===== src/rtl/updown_seq_decoder.sv =====
`default_nettype none
// ============================================================================
// Module   : updown_seq_decoder
// Purpose  : Watches a sampled count value, classifies each step against the
//            previous sample (UP / DOWN / HOLD / JUMP, modulo 2^WIDTH), and
//            locks onto a counting direction after LOCK_CNT consecutive
//            same-direction steps. While locked it reports reversals,
//            wrap-around steps and illegal jumps as one-cycle pulses.
// Options  : UPDOWN_SEQ_DECODER_WRAPCNT_EN -- when defined, wrap_cnt is a
//            saturating 8-bit count of wrap pulses; when undefined, wrap_cnt
//            is tied to zero and no counter register exists.
// Revision : 1.0 - initial release
// ============================================================================
module updown_seq_decoder #(
  parameter int WIDTH    = 4,
  parameter int LOCK_CNT = 2
) (
  input  logic             clk,
  input  logic             reset,
  input  logic [WIDTH-1:0] count_in,
  output logic             dir,
  output logic             locked,
  output logic             dir_change,
  output logic             wrap,
  output logic             err,
  output logic [7:0]       wrap_cnt
);

  typedef enum logic [1:0] {
    ST_IDLE = 2'd0,
    ST_ACQ  = 2'd1,
    ST_LOCK = 2'd2
  } state_t;

  localparam logic [WIDTH-1:0] c_one      = WIDTH'(1);
  localparam logic [WIDTH-1:0] c_zero     = '0;
  localparam logic [WIDTH-1:0] c_max      = '1;
  localparam logic [3:0]       c_lock_cnt = 4'(LOCK_CNT);

  state_t           state_q;
  logic [WIDTH-1:0] prev_q;
  logic [3:0]       run_q;
  logic             cand_q;
  logic             dir_q;
  logic             locked_q;
  logic             dir_change_q;
  logic             wrap_q;
  logic             err_q;

  // Step classification of the current sample against the previous one
  logic [WIDTH-1:0] w_prev_inc;
  logic [WIDTH-1:0] w_prev_dec;
  logic             w_up;
  logic             w_down;
  logic             w_step;
  logic             w_jump;
  logic             w_wrap_step;

  assign w_prev_inc  = prev_q + c_one;
  assign w_prev_dec  = prev_q - c_one;
  assign w_up        = (count_in == w_prev_inc);
  // UP takes precedence so a 1-bit count (where +1 == -1) still classifies
  assign w_down      = !w_up && (count_in == w_prev_dec);
  assign w_step      = w_up || w_down;
  assign w_jump      = !w_step && (count_in != prev_q);
  assign w_wrap_step = (w_up && (prev_q == c_max)) || (w_down && (prev_q == c_zero));

  // Acquisition run counter / candidate direction for the current sample
  logic [3:0] run_d;
  logic       cand_d;
  logic       w_lock_hit;

  always_comb begin
    run_d  = run_q;
    cand_d = cand_q;
    if (w_step) begin
      if (w_up == cand_q) begin
        run_d = (run_q == 4'hF) ? run_q : run_q + 4'd1;
      end else begin
        run_d  = 4'd1;
        cand_d = w_up;
      end
    end else if (w_jump) begin
      run_d = 4'd0;
    end
  end

  assign w_lock_hit = (run_d == c_lock_cnt);

  // Main sequencer: state, history, direction tracking and pulse outputs
  always_ff @(posedge clk) begin
    if (reset) begin
      state_q      <= ST_IDLE;
      prev_q       <= '0;
      run_q        <= 4'd0;
      cand_q       <= 1'b1;
      dir_q        <= 1'b1;
      locked_q     <= 1'b0;
      dir_change_q <= 1'b0;
      wrap_q       <= 1'b0;
      err_q        <= 1'b0;
    end else begin
      prev_q       <= count_in;
      dir_change_q <= 1'b0;
      wrap_q       <= 1'b0;
      err_q        <= 1'b0;
      case (state_q)
        ST_IDLE: begin
          // First sample after reset only seeds the history
          state_q <= ST_ACQ;
        end
        ST_ACQ: begin
          run_q  <= run_d;
          cand_q <= cand_d;
          if (w_lock_hit) begin
            state_q  <= ST_LOCK;
            locked_q <= 1'b1;
            dir_q    <= cand_d;
          end
        end
        ST_LOCK: begin
          if (w_jump) begin
            err_q    <= 1'b1;
            locked_q <= 1'b0;
            run_q    <= 4'd0;
            state_q  <= ST_ACQ;
          end else if (w_step) begin
            wrap_q <= w_wrap_step;
            if (w_up != dir_q) begin
              dir_q  <= w_up;
              cand_q <= w_up;
              // A reversal that also wraps reports only the wrap, keeping
              // the pulses mutually exclusive; dir still toggles.
              dir_change_q <= !w_wrap_step;
            end
          end
        end
        default: begin
          state_q <= ST_IDLE;
        end
      endcase
    end
  end

  assign dir        = dir_q;
  assign locked     = locked_q;
  assign dir_change = dir_change_q;
  assign wrap       = wrap_q;
  assign err        = err_q;

`ifdef UPDOWN_SEQ_DECODER_WRAPCNT_EN
  logic [7:0] wrap_cnt_q;
  logic       w_wrap_fire;

  // Same condition that raises wrap_q, so the count updates with the pulse
  assign w_wrap_fire = (state_q == ST_LOCK) && w_wrap_step;

  // Saturating count of wrap pulses
  always_ff @(posedge clk) begin
    if (reset) begin
      wrap_cnt_q <= 8'd0;
    end else if (w_wrap_fire && (wrap_cnt_q != 8'hFF)) begin
      wrap_cnt_q <= wrap_cnt_q + 8'd1;
    end
  end

  assign wrap_cnt = wrap_cnt_q;
`else
  assign wrap_cnt = 8'd0;
`endif

endmodule
`default_nettype wire


===== config.mk =====
export PLATFORM = sky130hd
export DESIGN_NAME = updown_seq_decoder
export DESIGN_NICKNAME = d
export VERILOG_FILES = /design/src/rtl/updown_seq_decoder.sv
export SDC_FILE = /design/constraint.sdc
export NUM_CORES = 1
export LEC_CHECK = 0
export BUFFER_PORTS_ARGS = -buffer_cell sky130_fd_sc_hd__buf_2
export CAP_MARGIN = 20
export CORE_UTILIZATION = 49
export DETAILED_ROUTE_END_ITERATION = 8
export GPL_ROUTABILITY_DRIVEN = 0
export MAX_ROUTING_LAYER = met4
export PLACE_DENSITY_LB_ADDON = 0.15
export SKIP_LAST_GASP = 1
export SLEW_MARGIN = 25
export SYNTH_ARGS = -nofsm -noshare
export SYNTH_HDL_FRONTEND = slang
export SYNTH_SLANG_ARGS = --single-unit
export TNS_END_PERCENT = 100

===== constraint.sdc =====
create_clock -name clk -period 2.4 [get_ports clk]
set_input_delay 0.24 -clock clk [delete_from_list [all_inputs] [get_ports clk]]
set_output_delay 0.24 -clock clk [all_outputs]
set_load 0.02 [all_outputs]

Yosys cells after proc, flatten, opt, wreduce, memory -nomap -nowiden
Cells that the tools add are included.
{ "op_classes": {"addsub": 3, "eq_ne": 15, "muxes": 20, "bitwise_logic": 3, "n_reduce_logical": 19} }
{ "ops": {"columns": ["operator", "n"], "rows": [
  ["$mux 4", 4],
  ["$ne 2x2->1 const B", 5],
  ["$mux 1", 9],
  ["$add 4x1->4 const B", 2],
  ["$eq 4x4->1", 2],
  ["$eq 4x4->1 const B", 2],
  ["$pmux 4 s2", 1],
  ["$pmux 1 s2", 3],
  ["$pmux 2 s3", 1],
  ["$reduce_and 5->1", 1],
  ["$reduce_or 5->1", 1],
  ["$eq 4x2->1 const B", 1],
  ["$logic_and 1x1->1", 4],
  ["$logic_not 4->1", 1],
  ["$mux 2", 2],
  ["$ne 4x4->1", 1],
  ["$reduce_and 4->1", 1],
  ["$reduce_or 4->1", 1],
  ["$sub 4x1->4 const B", 1],
  ["$logic_not 1->1", 3],
  ["$not 1->1", 3],
  ["$reduce_and 3->1", 1],
  ["$eq 2x1->1 const B", 1],
  ["$eq 2x2->1 const B", 1],
  ["other kinds (7)", 8]
]} }
{ "word_totals": {"reg_bits": 16, "word_cells": 69} }

Logic depth before layout (Yosys ltp)
Gate-level depths: netlist (run 1).
{ "logic_depth": {"depth_word": 12, "mapped_depth": 9, "mapped_depth_nobuf": 9} }

Least setup slack after synthesis (run 1)
No wires, ideal clock.
{ "synth_path": {"kind": "reg-to-reg", "start": "register prev_q[0]", "end": "register dir_q, in the netlist dir", "setup_ns": 0.134, "arrival_time_ns": 2.404, "t_required_ns": 2.266, "path_slack_ns": -0.139, "stages_incl_launch_ff": 10, "cell_sequence": "dfxtp_1 inv_1 ha_1 xnor2_1 nand3_1 o22ai_4 o32ai_2 o32a_4 a2111oi_1 a211oi_1"} }
{ "synth_between": {"elab_chain_len": 12, "word_cells_on_any_way": 28, "classes_between": "add/sub: 2; eq/ne: 10; mux: 10; reduce/logical: 6"} }
{ "synth_rtl": {"columns": ["item", "line", "rtl"], "rows": [
  ["start: declaration", "41", "logic [WIDTH-1:0] prev_q;"],
  ["start signal: assignment", "103", "prev_q <= count_in;"],
  ["$add 4x1->4", "59", "assign w_prev_inc = prev_q + c_one;"],
  ["$eq 4x4->1", "61", "assign w_up = (count_in == w_prev_inc);"],
  ["$logic_not 1->1", "63", "assign w_down = !w_up && (count_in == w_prev_dec);"],
  ["$logic_and 1x1->1", "63", null],
  ["$logic_or 1x1->1", "64", "assign w_step = w_up || w_down;"],
  ["$logic_not 1->1", "65", "assign w_jump = !w_step && (count_in != prev_q);"],
  ["$logic_and 1x1->1", "65", null],
  ["$mux 4", null, null],
  ["$mux 4", "76", "if (w_step) begin"],
  ["$eq 4x2->1", "88", "assign w_lock_hit = (run_d == c_lock_cnt);"],
  ["$ne 2x2->1 (no line)", null, null],
  ["$reduce_and 5->1 (no line)", null, null],
  ["end signal: assignment", "118", "dir_q <= cand_d;"],
  ["end signal: assignment", "130", "dir_q <= w_up;"],
  ["end: declaration", "44", "logic dir_q;"]
]} }
Several ways; a longest one is shown, not always the timed one. The select of a mux whose other input is x is not followed.
A chain may end at the register's enable or synchronous reset.

Final worst setup path (run 1)
{ "layout_path": {"start": "register prev_q[1]", "end": "register state_q[1]"} }
{ "layout_between": {"elab_chain_len": 12, "word_cells_on_any_way": 18, "classes_between": "add/sub: 2; eq/ne: 7; mux: 3; reduce/logical: 6"} }
{ "layout_rtl": {"columns": ["item", "line", "rtl"], "rows": [
  ["$add 4x1->4", "59", null],
  ["$eq 4x4->1", "61", null],
  ["$logic_not 1->1", "63", null],
  ["$logic_and 1x1->1", "63", null],
  ["$logic_or 1x1->1", "64", null],
  ["$logic_not 1->1", "65", null],
  ["$logic_and 1x1->1", "65", null],
  ["$mux 4", null, null],
  ["$mux 4", "76", null],
  ["$eq 4x2->1", "88", null],
  ["$ne 2x2->1 (no line)", null, null],
  ["$reduce_and 2->1 (no line) (*)", null, null],
  ["end signal: assignment", "93", "state_q <= ST_IDLE;"],
  ["end signal: assignment", "110", "state_q <= ST_ACQ;"],
  ["end signal: assignment", "116", "state_q <= ST_LOCK;"],
  ["end: declaration", "40", "state_t state_q;"]
]} }
Mark *: on every way between the ends. The rest lies on a longest branch, timed or not.

==> impl_metrics.tcl, run 1 <==
set metrics [dict create \
    outcome "finished clean" \
    holdPathStages 2 \
    start_util_pct 51.63 \
    cp-start-kind "register" \
    cp_num_buf_inv 2 \
    yosys_warnings 0 \
    pre_cts_slack_ns -0.05453 \
    grt_util_all_layers_pct 23.49 \
    clk_pin_slew_ns 0.10 \
    crit_fanout 5 \
    pwr-share-comb_pct 43.0 \
    rsz0062_at_grt "yes" \
    synth_flop_cell "dfxtp_1" \
    fill_cells 210 \
    grt_remaining_overflow 0 \
    clock_path_buffers 2 \
    p_sw_uw 344.3 \
    cpMostUsedCell "buf_4" \
    power_uw 844.4 \
    rr_worst_depth 10 \
    synth_cell_types 49 \
    vias 1135 \
    hold_class "input pin to register" \
    hpwl_um 2099 \
    area_delta_synth_final_pct 26.85 \
    reg2reg_from "prev_q[1]" \
    core_um2 2455 \
    die_y_um 52.86 \
    io_buffers 10 \
    worst_setup_path_end_kind "register" \
    holdCritStartpoint "count_in[0]" \
    synth.area.top_cells "dfxtp_1, ha_1, buf_4, nand2_1, nor3_1" \
    fmax_mhz 417.7 \
    avgSynthCellArea_um2 8.506 \
    ys_seq_area_share_pct 25.27 \
    cts_tree "built" \
    critPathRequiredTime_ns 2.61 \
    seq_power_share_pct 39.4 \
    finalClockSkew_ns 0.001197 \
    antenna_found_initial 0 \
    powerDensity_nw_per_um2 525.2 \
    drc_errors 0 \
    routedWlPerCell_um 14.66 \
    fin_crit_ns 2.394 \
    yosys_register_bits 16 \
    slowest_delay_ns 0.34 \
    ys_async_sr_fraction_pct 0 \
    crit_chain "buf_4 > ha_2 > xnor3_1 > nand3_4 > nor3b_4 > buf_4 > a2bb2oi_4 > o32a_4 > nand3_2 > a221oi_2" \
    cts_htree_levels 1 \
    boundaryPins 19 \
    crit_type "register to register" \
    cts_buffers 3 \
    rrSetupSlack_ns 0.006 \
    clock_power_share_pct 17.6 \
    setup_ws_ns 0.005678 \
    final_nets 188 \
    synth_edf_count 0 \
    rows 18 \
    drt_pass1_iterations 4 \
    leakagePower_nw 0.6535 \
    clock_latency_ns 0.29 \
    fin_crit_sh_pct 99.76 \
    cp.arrival_ns 2.60 \
    critical-path-top-delay-family "compound AO/OA/AOI/OAI gates" \
    swShare_pct 40.78 \
    drtAntennaViolNets 0 \
    drive_gt1_share_pct 34.10 \
    yosys.area.top_type_share_pct 25.27 \
    wirelength_um 2976 \
    vdd_drop_max_mv 0.5916 \
    die_w_um 52.86 \
    internal_power_uw 500.1 \
    diodes 0 \
    cts_root_buffer "clkbuf_4" \
    viasPerCell 5.591 \
    setup_viol_count_final 0 \
    cp_slowest_cell "dfxtp_2" \
    drv_slew 0 \
    hold_viol_final 0 \
    syn_area_um2 1267 \
    crit_end "state_q[1]" \
    grt_max_degree 19 \
    dr.first_iter.drc_count 11 \
    path_depth 10 \
    grt_pass1_vias 1035 \
    synth_area_leader_cell "dfxtp_1" \
    startpoint "prev_q[1]" \
    r2r-end "state_q[1]" \
    cts.sink_count 16 \
    drv_cap 0 \
    synthCells 149 \
    die_area_um2 2794 \
    grt_pass1_wl_um 4664 \
]
## metal layers
metal / up-vias / wire, um / track usage [%] / share of wire (%)
li1: 574 / - / - / -
met1: 545 / 1462 / 31.16 / 49
met2: 14 / 1439 / 38.40 / 48
met3: 2 / 61 / 3.448 / 2.0
met4: 0 / 12 / 3.947 / 0.40
met5: - / 0 / - / 0
## kinds of logic (layout without fill, tap and decap cells)
kind of cell / after synthesis / after routing / synth area share [%]
buffers and inverters: 20 / 37 / 8.687
and+or+nand+nor: 60 / 60 / 25.37
adders and majority gates: 7 / 7 / 6.910
xor gates and xnor gates: 10 / 10 / 10.86
DFF: 16 / 16 / 25.27
other: 1 / 8 / 0.2959
AOI/OAI and AO/OA: 35 / 35 / 22.61
## state kept, by name (all words and copies together) (netlist names)
register    flops
wrap            1
err             1
prev_q          4
run_q           4
locked          1
dir_change      1
cand_q          1
dir             1
state_q         2
## worst min-delay path by stage
stage / to / slack, ns
after CTS: prev_q[0] / 0.21
after detailed placement: locked / 0.48
after floorplan: prev_q[0] / 0.37
after global routing: prev_q[0] / 0.20
final: prev_q[0] / 0.21
after global placement: locked / 0.47
## cells in the mapped netlist, types with 2 or more instances
master / count
a21o_1: 2
a21oi_1: 6
a31o_2: 2
a31oi_1: 3
buf_4: 9
clkbuf_1: 2
dfxtp_1: 16
ha_1: 7
inv_1: 8
nand2_1: 15
nand3_1: 8
nor2_1: 12
nor2b_1: 5
nor3_1: 9
o211ai_1: 2
o21ai_0: 5
xnor3_1: 2
xor2_1: 4
xor2_2: 2
## layout by cell type, fill, tap and decap left out, types with 2 or more instances in the layout
cell and n:
nor3_2 2, a21o_1 2, xnor3_1 2, nor2b_1 5, nand2_1 15, buf_2 10, nor2_1 12, a21oi_1 6
ha_1 5, nor3_1 7, nand3_1 5, conb_1 8, dfxtp_1 13, xor2_1 4, a31o_2 2, clkbuf_4 3
inv_1 7, nand3_2 3, o21ai_0 4, a31oi_1 2, buf_4 15, o211ai_1 2, dfxtp_2 2, xnor2_4 2
## through the flow
stage / setup TNS (ns) / instance area [um2] / hold slack (ns) / util (%) / instances
3_3_place_gp: 0 / 1426 / 0.4715 / 58.10 / 195
5_1_grt: -0.2516 / 1608 / 0.2019 / 65.49 / 203
6_report: 0 / 1608 / 0.2068 / 65.49 / 203
3_5_place_dp: -0.05625 / 1426 / 0.4755 / 58.10 / 195
4_1_cts: -0.08854 / 1486 / 0.2112 / 60.55 / 199
2_1_floorplan: 0 / 1336 / 0.3680 / - / 156
## final cells by class
cell class | instances | area (um2) | area share, %
clock buffer | 3 | 22.52 | 1.401
inverter | 8 | 32.53 | 2.023
multi-input combinational | 120 | 1015 | 63.11
sequential | 16 | 326.6 | 20.31
tap | 30 | 37.54 | 2.335
timing repair buffer | 26 | 173.9 | 10.82
## power groups by stage
stage	clock (mW)	sequential [mW]	combinational (mW)
floorplan	0	0.331	0.245
finish	0.149	0.333	0.363
CTS	0.147	0.325	0.336
global placement	0	0.329	0.314
detailed placement	0	0.332	0.321
global route	0.160	0.334	0.395
## what timing repair did
item / in CTS / in global routing
setup endpoints to repair: 3 / 6
pin swaps: 4 / 8
hold buffers: 0 / 0
gates resized for setup: 3 / 19
buffers inserted: 1 / 4
Power figures use the tool's default switching activity.
==> run 2, diff against run 1 <==
--- a/config.mk
+++ b/config.mk
@@ -11,7 +11,7 @@
 export DETAILED_ROUTE_END_ITERATION = 8
 export GPL_ROUTABILITY_DRIVEN = 0
 export MAX_ROUTING_LAYER = met4
-export PLACE_DENSITY_LB_ADDON = 0.15
+export PLACE_DENSITY = 0.78
 export SKIP_LAST_GASP = 1
 export SLEW_MARGIN = 25
 export SYNTH_ARGS = -nofsm -noshare
==> run 2 against run 1 <==
Effect of this change:
- the flow now finishes with violations (negative setup slack)
- core utilization is 4.2 points higher
- first-iteration DRC count grew to 3.6 times the previous value
- combinational power is 14% higher
- clock skew is 0.0026 ns higher
- routed wire length is 25% higher
- die area stayed put
- sequential power hardly changed
- register-to-register slack worse by 0.11 ns
- count of clock-buffer cells in the layout is 1 higher
- clock power is 29% higher
==> impl_metrics.tcl, run 2 (synthesis gave the netlist of run 1 again) <==
set metrics [dict create \
    outcome "finished, violations left" \
    violations "negative setup slack" \
    die_w_um 52.86 \
    critPathRequiredTime_ns 2.65 \
    grt_remaining_overflow 0 \
    fill_cells 151 \
    routedWlPerCell_um 17.99 \
    clock_path_buffers 2 \
    cp-start-kind "register" \
    worst_setup_path_end_kind "register" \
    critical-path-top-delay-family "compound AO/OA/AOI/OAI gates" \
    fin_setup_tns_ns -0.1974 \
    fmax_mhz 399.8 \
    instances_no_fill 207 \
    drc_errors 0 \
    fin_crit_sh_pct 104.2 \
    wirelength_um 3723 \
    grt_pass1_vias 1050 \
    setup_ws_ns -0.1015 \
    fin_crit_ns 2.501 \
    crit_fanout 5 \
    cts_root_buffer "clkbuf_4" \
    fin_hold_ws_ns 0.2249 \
    hold_class "input pin to register" \
    vdd_drop_max_mv 0.5836 \
    power_uw 938.7 \
    start_util_pct 51.63 \
    setup_viol_count_final 2 \
    clock_latency_ns 0.30 \
    hpwl_um 2079 \
    drive_gt1_share_pct 37.85 \
    cp_slowest_cell "a2111o_1" \
    finalClockSkew_ns 0.003810 \
    drt_pass1_iterations 4 \
    cts_htree_levels 1 \
    slowest_delay_ns 0.43 \
    placedCellCount 192 \
    cts.sink_count 16 \
    clk_pin_slew_ns 0.11 \
    final_nets 191 \
    final_common_cell "buf_4" \
    powerDensity_nw_per_um2 548.8 \
    area_delta_synth_final_pct 34.95 \
    boundaryPins 19 \
    diodes 0 \
    cts_tree "built" \
    crit_chain "inv_1 > ha_1 > xnor3_1 > nand3_4 > nor3_4 > o211a_1 > o32a_4 > a2111o_1 > nand3_2" \
    cp.arrival_ns 2.75 \
    rrSetupSlack_ns -0.10 \
    rsz0062_at_grt "yes" \
    drv_cap 0 \
    crit_type "register to register" \
    viasPerCell 5.961 \
    grt_util_all_layers_pct 23.74 \
    drtAntennaViolNets 0 \
    drv_slew 0 \
    mostFrequentLayoutCells "buf_4, nand2_1, dfxtp_1" \
    leakagePower_nw 0.6844 \
    top_regs "prev_q (4), run_q (4), state_q (2)" \
    cp_num_buf_inv 1 \
    grt_pass1_wl_um 4830 \
    hold_viol_final 0 \
    grt_max_degree 19 \
    die_area_um2 2794 \
    cts_hold_repair.buffers 0 \
    dr.first_iter.drc_count 40 \
    vias 1234 \
    pre_cts_slack_ns -0.1232 \
    io_buffers 10 \
    antenna_found_initial 0 \
    cts_buffers 3 \
    die_y_um 52.86 \
    core_um2 2455 \
    rows 18 \
]
-- run 2: worst paths after layout --
kind,from,end,depth (start not counted)
setup / recovery,prev_q[1],state_q[0],9
hold / removal,count_in[2],prev_q[2],2
setup reg to reg,prev_q[1],state_q[0],9
hold reg to reg,locked,locked,2
-- run 2: layout make-up --
| type | count | area [um2] | area share (%) |
|---|---|---|---|
| repair buffers | 29 | 196.4 | 11.48 |
| flip-flops and latches | 16 | 327.8 | 19.17 |
| well taps | 30 | 37.54 | 2.195 |
| multi-input cells | 120 | 1080 | 63.13 |
| inverters | 8 | 32.53 | 1.902 |
| clock buffers | 4 | 36.28 | 2.121 |
-- run 2: worst register-to-register path: stages, from the launching register on --
cell and delay (ns):
dfxtp_2 0.33, inv_1 0.13, ha_1 0.23, xnor3_1 0.29, nand3_4 0.17, nor3_4 0.09, o211a_1 0.30, o32a_4 0.41
a2111o_1 0.43, nand3_2 0.07
-- run 2: layer usage --
layer / vias to the layer above / track usage (%) / part of all wire [%]
met5: - / - / 0
met3: 8 / 2.299 / 5.5
met2: 56 / 41.56 / 55
met4: 0 / 5.263 / 1.5
li1: 577 / - / -
met1: 593 / 29.37 / 38
-- run 2: what timing repair did --
action                                  in CTS  in global routing
pin swaps                                   10                 18
endpoints found under the setup margin       3                  4
gates resized for setup                     10                 21
setup buffers                                1                 10
-- run 2: power by group --
group / switching, mW / internal [mW]
clock: 0.0989 / 0.0926
sequential: 0.0399 / 0.292
combinational: 0.246 / 0.169
total: 0.385 / 0.554
-- run 2: stage by stage --
step	instance area, um2	utilization, %
global route	1710	69.67
global placement	1404	57.19
floorplan	1336	-
detailed placement	1404	57.19
finish	1710	69.67
CTS	1515	61.72
